### src/rtl/mem_ctrl_rr.sv
// mem_ctrl_rr: buffers one request per channel, arbitrates round-robin onto main memory, routes read responses back by channel ID (MEM_CTRL_RR_PERF_EN adds grant/stall counters)
module mem_ctrl_rr #(
  parameter int N_CHAN = 2,
  parameter int ADDR_W = 32,
  parameter int BLOCK_BYTES = 8,
  localparam int BLOCK_DATA_W = 8 * BLOCK_BYTES,
  localparam int BLOCK_ADDR_W = ADDR_W - $clog2(BLOCK_BYTES),
  localparam int CHAN_ID_W = (N_CHAN > 1) ? $clog2(N_CHAN) : 1
) (
  input  logic                           clk,
  input  logic                           rst_aL,
  input  logic [N_CHAN-1:0]              req_valid,
  input  logic [N_CHAN-1:0]              req_type,
  input  logic [N_CHAN*BLOCK_ADDR_W-1:0] req_block_addr,
  input  logic [N_CHAN*BLOCK_DATA_W-1:0] req_block_data,
  output logic [N_CHAN-1:0]              req_ready,
  output logic [N_CHAN-1:0]              resp_valid,
  output logic [BLOCK_DATA_W-1:0]        resp_block_data,
  output logic                           mem_req_valid,
  output logic [CHAN_ID_W-1:0]           mem_req_chan_id,
  output logic                           mem_req_type,
  output logic [BLOCK_ADDR_W-1:0]        mem_req_block_addr,
  output logic [BLOCK_DATA_W-1:0]        mem_req_block_data,
  input  logic                           mem_resp_valid,
  input  logic [CHAN_ID_W-1:0]           mem_resp_chan_id,
  input  logic [BLOCK_DATA_W-1:0]        mem_resp_block_data,
  output logic                           err_unexpected_resp
`ifdef MEM_CTRL_RR_PERF_EN
  ,
  output logic [N_CHAN*32-1:0]           perf_grant_cnt,
  output logic [N_CHAN*32-1:0]           perf_stall_cnt
`endif
);
  typedef enum logic [1:0] {IDLE, PEND, WAIT_RESP} state_e;
  state_e                  state_q [N_CHAN];
  state_e                  state_d [N_CHAN];
  logic [N_CHAN-1:0]       type_q, type_d;
  logic [BLOCK_ADDR_W-1:0] addr_q [N_CHAN];
  logic [BLOCK_ADDR_W-1:0] addr_d [N_CHAN];
  logic [BLOCK_DATA_W-1:0] data_q [N_CHAN];
  logic [BLOCK_DATA_W-1:0] data_d [N_CHAN];
  logic [CHAN_ID_W-1:0]    ptr_q, ptr_d;
  logic                    grant_any;
  logic [CHAN_ID_W-1:0]    grant_idx;
  logic [N_CHAN-1:0]       grant, hit;
  logic                    mem_req_valid_q, mem_req_valid_d;
  logic [CHAN_ID_W-1:0]    mem_req_chan_id_q, mem_req_chan_id_d;
  logic                    mem_req_type_q, mem_req_type_d;
  logic [BLOCK_ADDR_W-1:0] mem_req_addr_q, mem_req_addr_d;
  logic [BLOCK_DATA_W-1:0] mem_req_data_q, mem_req_data_d;
  logic [N_CHAN-1:0]       resp_valid_q, resp_valid_d;
  logic [BLOCK_DATA_W-1:0] resp_data_q, resp_data_d;
  logic                    err_q, err_d;

  // Round-robin search for the first pending channel after the last grant
  always_comb begin
    grant_any = 1'b0;
    grant_idx = '0;
    for (int k = 1; k <= N_CHAN; k++) begin
      for (int i = 0; i < N_CHAN; i++) begin
        if (!grant_any && state_q[i] == PEND && i == (int'(ptr_q) + k) % N_CHAN) begin
          grant_any = 1'b1;
          grant_idx = CHAN_ID_W'(i);
        end
      end
    end
    for (int i = 0; i < N_CHAN; i++) grant[i] = grant_any && grant_idx == CHAN_ID_W'(i);
    ptr_d = grant_any ? grant_idx : ptr_q;
  end

  // Per-channel request buffer and IDLE/PEND/WAIT_RESP sequencing
  always_comb begin
    for (int i = 0; i < N_CHAN; i++) begin
      hit[i] = mem_resp_valid && mem_resp_chan_id == CHAN_ID_W'(i) && state_q[i] == WAIT_RESP;
      req_ready[i] = state_q[i] == IDLE;
      state_d[i] = state_q[i];
      type_d[i] = type_q[i];
      addr_d[i] = addr_q[i];
      data_d[i] = data_q[i];
      if (state_q[i] == IDLE && req_valid[i]) begin
        state_d[i] = PEND;
        type_d[i] = req_type[i];
        addr_d[i] = req_block_addr[i*BLOCK_ADDR_W +: BLOCK_ADDR_W];
        data_d[i] = req_block_data[i*BLOCK_DATA_W +: BLOCK_DATA_W];
      end
      if (grant[i]) state_d[i] = type_q[i] ? IDLE : WAIT_RESP;
      if (hit[i]) state_d[i] = IDLE;
    end
  end

  // Next values of the registered memory request, response pulse and sticky error
  always_comb begin
    mem_req_valid_d = grant_any;
    mem_req_chan_id_d = grant_idx;
    mem_req_type_d = 1'b0;
    mem_req_addr_d = '0;
    mem_req_data_d = '0;
    for (int i = 0; i < N_CHAN; i++) begin
      if (grant[i]) begin
        mem_req_type_d = type_q[i];
        mem_req_addr_d = addr_q[i];
        mem_req_data_d = data_q[i];
      end
    end
    resp_valid_d = hit;
    resp_data_d = |hit ? mem_resp_block_data : '0;
    err_d = err_q | (mem_resp_valid & ~|hit);
  end

  // State registers; reset drops every buffered and in-flight request
  always_ff @(posedge clk or negedge rst_aL) begin
    if (!rst_aL) begin
      for (int i = 0; i < N_CHAN; i++) begin
        state_q[i] <= IDLE;
        addr_q[i] <= '0;
        data_q[i] <= '0;
      end
      type_q <= '0;
      ptr_q <= CHAN_ID_W'(N_CHAN - 1);
      mem_req_valid_q <= 1'b0;
      mem_req_chan_id_q <= '0;
      mem_req_type_q <= 1'b0;
      mem_req_addr_q <= '0;
      mem_req_data_q <= '0;
      resp_valid_q <= '0;
      resp_data_q <= '0;
      err_q <= 1'b0;
    end else begin
      for (int i = 0; i < N_CHAN; i++) begin
        state_q[i] <= state_d[i];
        addr_q[i] <= addr_d[i];
        data_q[i] <= data_d[i];
      end
      type_q <= type_d;
      ptr_q <= ptr_d;
      mem_req_valid_q <= mem_req_valid_d;
      mem_req_chan_id_q <= mem_req_chan_id_d;
      mem_req_type_q <= mem_req_type_d;
      mem_req_addr_q <= mem_req_addr_d;
      mem_req_data_q <= mem_req_data_d;
      resp_valid_q <= resp_valid_d;
      resp_data_q <= resp_data_d;
      err_q <= err_d;
    end
  end

  assign mem_req_valid = mem_req_valid_q;
  assign mem_req_chan_id = mem_req_chan_id_q;
  assign mem_req_type = mem_req_type_q;
  assign mem_req_block_addr = mem_req_addr_q;
  assign mem_req_block_data = mem_req_data_q;
  assign resp_valid = resp_valid_q;
  assign resp_block_data = resp_data_q;
  assign err_unexpected_resp = err_q;

`ifdef MEM_CTRL_RR_PERF_EN
  logic [31:0] grant_cnt_q [N_CHAN];
  logic [31:0] grant_cnt_d [N_CHAN];
  logic [31:0] stall_cnt_q [N_CHAN];
  logic [31:0] stall_cnt_d [N_CHAN];

  // Saturating per-channel grant and pending-without-grant counters
  always_comb begin
    for (int i = 0; i < N_CHAN; i++) begin
      grant_cnt_d[i] = grant_cnt_q[i] + 32'(grant[i] && grant_cnt_q[i] != '1);
      stall_cnt_d[i] = stall_cnt_q[i] + 32'(state_q[i] == PEND && !grant[i] && stall_cnt_q[i] != '1);
      perf_grant_cnt[i*32 +: 32] = grant_cnt_q[i];
      perf_stall_cnt[i*32 +: 32] = stall_cnt_q[i];
    end
  end

  // Counter registers
  always_ff @(posedge clk or negedge rst_aL) begin
    if (!rst_aL) begin
      for (int i = 0; i < N_CHAN; i++) begin
        grant_cnt_q[i] <= '0;
        stall_cnt_q[i] <= '0;
      end
    end else begin
      for (int i = 0; i < N_CHAN; i++) begin
        grant_cnt_q[i] <= grant_cnt_d[i];
        stall_cnt_q[i] <= stall_cnt_d[i];
      end
    end
  end
`endif
endmodule

### config.mk
export PLATFORM = sky130hd
export DESIGN_NAME = mem_ctrl_rr
export DESIGN_NICKNAME = d
export VERILOG_FILES = /design/src/rtl/mem_ctrl_rr.sv
export SDC_FILE = /design/constraint.sdc
export NUM_CORES = 1
export LEC_CHECK = 0
export CELL_PAD_IN_SITES_DETAIL_PLACEMENT = 0
export CELL_PAD_IN_SITES_GLOBAL_PLACEMENT = 1
export CORE_ASPECT_RATIO = 0.7
export CORE_MARGIN = 2
export CORE_UTILIZATION = 38
export DETAILED_ROUTE_END_ITERATION = 12
export PLACE_DENSITY = 0.85
export SKIP_LAST_GASP = 1
export SLEW_MARGIN = 30
export SYNTH_ARGS = -nofsm -noshare
export SYNTH_HDL_FRONTEND = slang
export SYNTH_SLANG_ARGS = --single-unit
### constraint.sdc
create_clock -name clk -period 2.09 [get_ports clk]
set_clock_uncertainty 0.1 [all_clocks]
set_input_delay 0.418 -clock clk [delete_from_list [all_inputs] [get_ports clk]]
set_output_delay 0.418 -clock clk [all_outputs]
set_load 0.1 [all_outputs]
==> results.sh, run 1 <==
export IMPL_start_util=0.383
export IMPL_p_per_area_mw_per_mm2=1240
export IMPL_io_buffers=422
export IMPL_synth_top_family_by_area="multiplexers"
export IMPL_htree_levels=2
export IMPL_leakagePower_uw=0.00898
export IMPL_dr_pass1_iters=4
export IMPL_clk_pin_slew_ns=0.07
export IMPL_synth_area_leader_cell="dfrtp_1"
export IMPL_cts_tree="yes"
export IMPL_dp_cells=1890
export IMPL_synth_edf_count=0
export IMPL_rsz0062_at_grt="false"
export IMPL_cts_sinks=356
export IMPL_die_x_um=235
export IMPL_hold_viol=0
export IMPL_layout_commonest_cell="dfrtp_1"
export IMPL_clkPwrFrac=0.264
export IMPL_seqPwrFrac=0.371
export IMPL_drt_vias_per_instance=5.07
export IMPL_ir_drop_mv=0.773
export IMPL_worstSkewPairLatency_ns=0.52
export IMPL_wl_per_cell_um=20.9
export IMPL_layout_cells_non_filler=1960
export IMPL_finalMaxSlewViolations=0
export IMPL_first_global_vias=10200
export IMPL_grt_max_degree=71
export IMPL_muxShareOfSynthArea=0.149
export IMPL_cp_required_ns=1.57
export IMPL_p_sw_frac=0.385
export IMPL_wl_mm=41.0
export IMPL_die_h_um=166
export IMPL_period_share=0.967
export IMPL_grt_total_usage=0.204
export IMPL_syn_area_sq_mm=0.0142
export IMPL_period_minus_slack_ns=2.02
export IMPL_seq_area_frac_synth=0.629
export IMPL_drive_gt1_frac=0.325
export IMPL_yosys_cell_types_count=29
export IMPL_core_sq_mm=0.0370
export IMPL_yosysWarnings=0
export IMPL_synthFlopType="dfrtp_1"
export IMPL_fillers=3099
export IMPL_root_buffer="clkbuf_16"
export IMPL_critPathMaxFanout=12
export IMPL_cts_buffer_depth=3
export IMPL_r2r_start="state_q[1]"
export IMPL_startpoint="state_q[3]"
export IMPL_combPwrFrac=0.365
export IMPL_yosys_area_share_simple=0.110
export IMPL_synth_area_top_cells="dfrtp_1 63%, mux2_2 14%, nand3b_1 10%"
export IMPL_ys_ff_latch=356
export IMPL_postSynthCellCount=1019
export IMPL_area_growth_pct=42.7
export IMPL_layout_common_cells="351 x dfrtp_1, 256 x clkdlybuf4s50_1, 200 x buf_4"
export IMPL_end_kind="output pin"
export IMPL_ant_nets=0
export IMPL_synthXorXnorAreaFrac=0
export IMPL_drc=0
export IMPL_drv_cap=0
export IMPL_cp_arrival_ns=1.50
export IMPL_status="completed"
export IMPL_async_flop_share=1.00
export IMPL_grt_pass1_wl_mm=61.2
export IMPL_place_congestion=0.812
export IMPL_internal_power_uw=15400
export IMPL_synth_avg_cell_area_sq_um=13.9
export IMPL_max_slew_margin=0.592
export IMPL_overflow=0
export IMPL_setup_viol=0
export IMPL_synth_nets=1277
export IMPL_fin_hold_ws_ns=0.342
export IMPL_antenna_found_initial=3
export IMPL_vias=9946
export IMPL_cts_buffers=36
export IMPL_hold_path_class="input pin to async pin"
export IMPL_synth_compound_area_frac=0.0789
export IMPL_die_area_sq_mm=0.0389
export IMPL_io_pin_count=423
export IMPL_drt_iter0_drc=536
export IMPL_worst_setup_path_start_kind="flop"
export IMPL_place_detailed_hpwl_mm=28.0
export IMPL_worstSetupPathType="flop to output pin"
export IMPL_rows=59
export IMPL_final_nets=1702
export IMPL_synth_fa_ha_area_frac=0
export IMPL_max_freq_mhz=495
export IMPL_p_sw_uw=9640
export IMPL_yosysTopAreaCellShare=0.627
export IMPL_worst_slew_pin_slew_ns=0.612
-- synthesized netlist by cell type, types with 2 or more instances --
master / count
buf_4: 10
buf_2: 26
a21boi_0: 64
o22ai_1: 94
inv_1: 6
mux2_2: 179
nand3b_1: 190
nand2b_1: 2
buf_1: 3
nor3b_2: 2
nor2_1: 3
nand2_1: 2
dfrtp_1: 355
clkbuf_1: 59
mux2_1: 9
nand4b_1: 2
-- area by class of cell --
cell class | instances | area [sq um] | area share
Inverter | 6 | 22.5 | 0.00111
Clock buffer | 49 | 1020 | 0.0505
Antenna cell | 3 | 7.51 | 0.000371
Sequential cell | 356 | 8920 | 0.441
Timing Repair Buffer | 486 | 4630 | 0.229
Multi-Input combinational cell | 558 | 4830 | 0.239
Clock inverter | 14 | 179 | 0.00885
Tap cell | 488 | 611 | 0.0302
-- sequential cells by signal, indices dropped and copies added (netlist names) --
| signal | count |
|---|---|
| type_q | 2 |
| mem_req_type | 1 |
| mem_req_block_addr | 29 |
| data_q | 128 |
| mem_req_block_data | 64 |
| state_q | 4 |
| addr_q | 58 |
| err_unexpected_resp | 1 |
| ptr_q | 1 |
| resp_valid | 2 |
| mem_req_chan_id | 1 |
| resp_block_data | 64 |
| mem_req_valid | 1 |
-- cell families after synthesis --
| group | count (synthesis) |
|---|---|
| AND/OR/NAND/NOR | 206 |
| multiplexers | 188 |
| flip-flops | 356 |
| AO/OA/AOI/OAI | 164 |
| buffers and inverters | 105 |
-- metal layers --
layer	part of all wire	up-vias	GRT usage
met5	0.00027	-	0
met4	0.017	2	0.0541
met3	0.055	56	0.0489
met2	0.48	262	0.320
met1	0.45	5096	0.284
li1	-	4530	-
-- per-stage QoR --
stage / setup TNS [ns] / area (sq um) / power, uW / utilization / worst slack [ns]
finish: 0 / 20200 / 25000 / 0.547 / 0.0697
global route: 0 / 20200 / 26100 / 0.547 / 0.0108
CTS: -0.0154 / 20200 / 25300 / 0.546 / -0.0154
detailed placement: -0.123 / 19000 / 18500 / 0.513 / -0.0246
global placement: 0 / 19000 / 18300 / 0.513 / 0.00833
floorplan: -0.00218 / 14200 / 15700 / - / -0.00218
-- repair_timing --
action | 4_1_cts | 5_1_grt
hold buffers | 1 | 0
endpoints found under the setup margin | 2 | 2
setup buffers | 3 | 0
resized for setup | 2 | 2
endpoints found under the hold margin | 40 | 0
-- worst max-delay path, cell delays in order, from the launching register on --
cell and delay [ns]:
dfrtp_4 0.50, buf_6 0.16, nor2_4 0.13, buf_12 0.19
-- worst paths after layout --
check / end / slack, ns / cells past startpoint
setup / recovery: req_ready[0] / 0.07 / 3
hold reg to reg: addr_q[51] / 0.39 / 1
setup reg to reg: data_q[34] / 0.14 / 5
min in group clk: resp_block_data[47] / 0.34 / 2
max in group asynchronous: data_q[112] / 0.82 / 3
hold / removal: data_q[119] / 0.34 / 2
-- power by group through the flow --
stage          logic, uW  registers, uW  clock network (uW)
3_3_place_gp        8900           9430                   0
5_1_grt             9530           9480                7040
6_report            9130           9300                6610
2_1_floorplan       2560          13100                   0
4_1_cts             9190           9310                6780
3_5_place_dp        9060           9470                   0
Note: power is estimated with default switching activity, not from simulation.
==> inputs of run 2 (changes only) <==
--- a/config.mk
+++ b/config.mk
@@ -9,9 +9,10 @@
 export CELL_PAD_IN_SITES_GLOBAL_PLACEMENT = 1
 export CORE_ASPECT_RATIO = 0.7
 export CORE_MARGIN = 2
-export CORE_UTILIZATION = 38
+export CORE_UTILIZATION = 39
+export CTS_BUF_LIST = sky130_fd_sc_hd__clkbuf_8
 export DETAILED_ROUTE_END_ITERATION = 12
-export PLACE_DENSITY = 0.85
+export PLACE_DENSITY = 0.87
 export SKIP_LAST_GASP = 1
 export SLEW_MARGIN = 30
 export SYNTH_ARGS = -nofsm -noshare
==> results.sh, run 2 (synthesis results as in run 1) <==
export IMPL_root_buffer="clkbuf_8"
export IMPL_design_area_sq_mm=0.0203
export IMPL_cts_sinks=356
export IMPL_overflow=0
export IMPL_io_buffers=422
export IMPL_clk_pin_slew_ns=0.07
export IMPL_cp_required_ns=2.48
export IMPL_grt_total_usage=0.217
export IMPL_ir_drop_mv=0.722
export IMPL_setup_viol=0
export IMPL_area_growth_pct=43.1
export IMPL_cts_buffers=55
export IMPL_dr_pass1_iters=5
export IMPL_finalMaxSlewViolations=0
export IMPL_grt_pass1_wl_mm=63.1
export IMPL_core_sq_mm=0.0358
export IMPL_place_area_sq_mm=0.0190
export IMPL_drt_iter0_drc=644
export IMPL_die_x_um=232
export IMPL_die_area_sq_mm=0.0379
export IMPL_worst_slew_pin_slew_ns=0.595
export IMPL_final_nets=1728
export IMPL_drive_gt1_frac=0.335
export IMPL_layout_commonest_cell="dfrtp_1"
export IMPL_period_share=0.986
export IMPL_rsz0062_at_grt="true"
export IMPL_vias=10200
export IMPL_wl_mm=42.4
export IMPL_status="completed"
export IMPL_grt_max_degree=66
export IMPL_path_delay_family="buffers and inverters"
export IMPL_worstSkewPairLatency_ns=0.62
export IMPL_largest_register_ffs=128
export IMPL_fin_ws_ns=0.0291
export IMPL_die_h_um=163
export IMPL_max_slew_margin=0.603
export IMPL_cpMostUsedCell="buf_4"
export IMPL_worst_setup_path_start_kind="flop"
export IMPL_worstSetupPathType="flop to flop"
export IMPL_place_detailed_hpwl_mm=28.6
export IMPL_crit_chain="buf_4 > buf_4 > nor3b_4 > buf_4 > clkbuf_16 > buf_12 > mux2_2"
export IMPL_ant_nets=0
export IMPL_crit_slowest_cell="dfrtp_4"
export IMPL_place_congestion=0.843
export IMPL_rows=58
export IMPL_critPathMaxStageDelay_ns=0.49
export IMPL_htree_levels=2
export IMPL_period_minus_slack_ns=2.06
export IMPL_first_global_vias=10800
export IMPL_start_util=0.395
export IMPL_drc=0
export IMPL_end_kind="flop"
export IMPL_critPathMaxFanout=8
export IMPL_hold_viol=0
export IMPL_io_pin_count=423
export IMPL_wl_per_cell_um=21.3
export IMPL_detailedPlace_worstSlack_ns=-0.0328
export IMPL_cp_arrival_ns=2.45
export IMPL_path_buf_inv=5
export IMPL_drv_cap=0
export IMPL_p_per_area_mw_per_mm2=1200
export IMPL_largest_register="data_q"
export IMPL_hold_path_class="input pin to async pin"
export IMPL_antenna_found_initial=7
export IMPL_leakagePower_uw=0.00910
export IMPL_cts_tree="yes"
export IMPL_max_freq_mhz=485
export IMPL_layout_common_cells="351 x dfrtp_1, 256 x clkdlybuf4s50_1, 200 x buf_4"
export IMPL_drt_vias_per_instance=5.12
export IMPL_cts_buffer_depth=3
==> run 2: changes by cell type in the layout (fill, tap and decap cells not counted) <==
cell / previous run / this run
clkbuf_16: 37 / 1
inv_1: 6 / 25
bufinv_16: 4 / 1
buf_12: 26 / 33
buf_6: 2 / 0
clkbuf_1: 7 / 0
clkbuf_8: 5 / 67
clkinv_2: 7 / 6
bufbuf_16: 0 / 1
diode_2: 3 / 6
==> run 2: power by group <==
group	internal, uW	leakage [uW]	switching, uW
Clock	3010	0.000625	2720
Sequential	8500	0.00461	779
Combinational	3160	0.00386	6240
==> run 2: stage by stage <==
stage | instances | power, uW | hold WS, ns | setup TNS [ns] | util
6_report | 1995 | 24400 | 0.238 | 0 | 0.566
5_1_grt | 1995 | 25500 | 0.218 | -0.283 | 0.566
4_1_cts | 1985 | 24600 | 0.194 | -0.177 | 0.564
3_5_place_dp | 1882 | 18600 | 0.309 | -1.33 | 0.531
3_3_place_gp | 1882 | 18400 | 0.308 | -0.789 | 0.531
2_1_floorplan | 1019 | 15700 | 0.0224 | -0.00218 | -
==> run 2: layout make-up <==
cell class,count,area [sq um]
fill,2940,15600
sequential,356,8920
multi-input combinational,558,4830
timing repair buffer,493,4810
clock buffer,67,922
tap,480,601
clock inverter,29,155
inverter,6,22.5
antenna,6,15.0
==> run 2: worst paths after layout <==
kind                       slack (ns)                endpoint                    start  cells after the start
max                              0.03              addr_q[45]               state_q[3]                      7
min                              0.24              addr_q[38]                   rst_aL                      2
max reg2reg                      0.03              addr_q[45]               state_q[3]                      7
min reg2reg                      0.38     err_unexpected_resp      err_unexpected_resp                      1
max in group asynchronous        0.91  mem_req_block_data[33]                   rst_aL                      4
min in group clk                 0.25     resp_block_data[29]  mem_resp_block_data[29]                      2
==> run 2: per-layer routing <==
layer  up-vias  GRT usage  part of all wire
met5         -          0                 0
met4         0     0.0857             0.022
met3        70     0.0630             0.079
met2       352      0.331              0.47
met1      5194      0.292              0.43
li1       4597          -                 -
==> run 2: what timing repair did <==
item                       CTS  global route
hold endpoints to repair    46             0
buffers inserted             5             3
resized for setup            8             0
cloned                       1             1
hold buffers                 1             0
setup endpoints to repair    2            50
pin swaps                    1             3
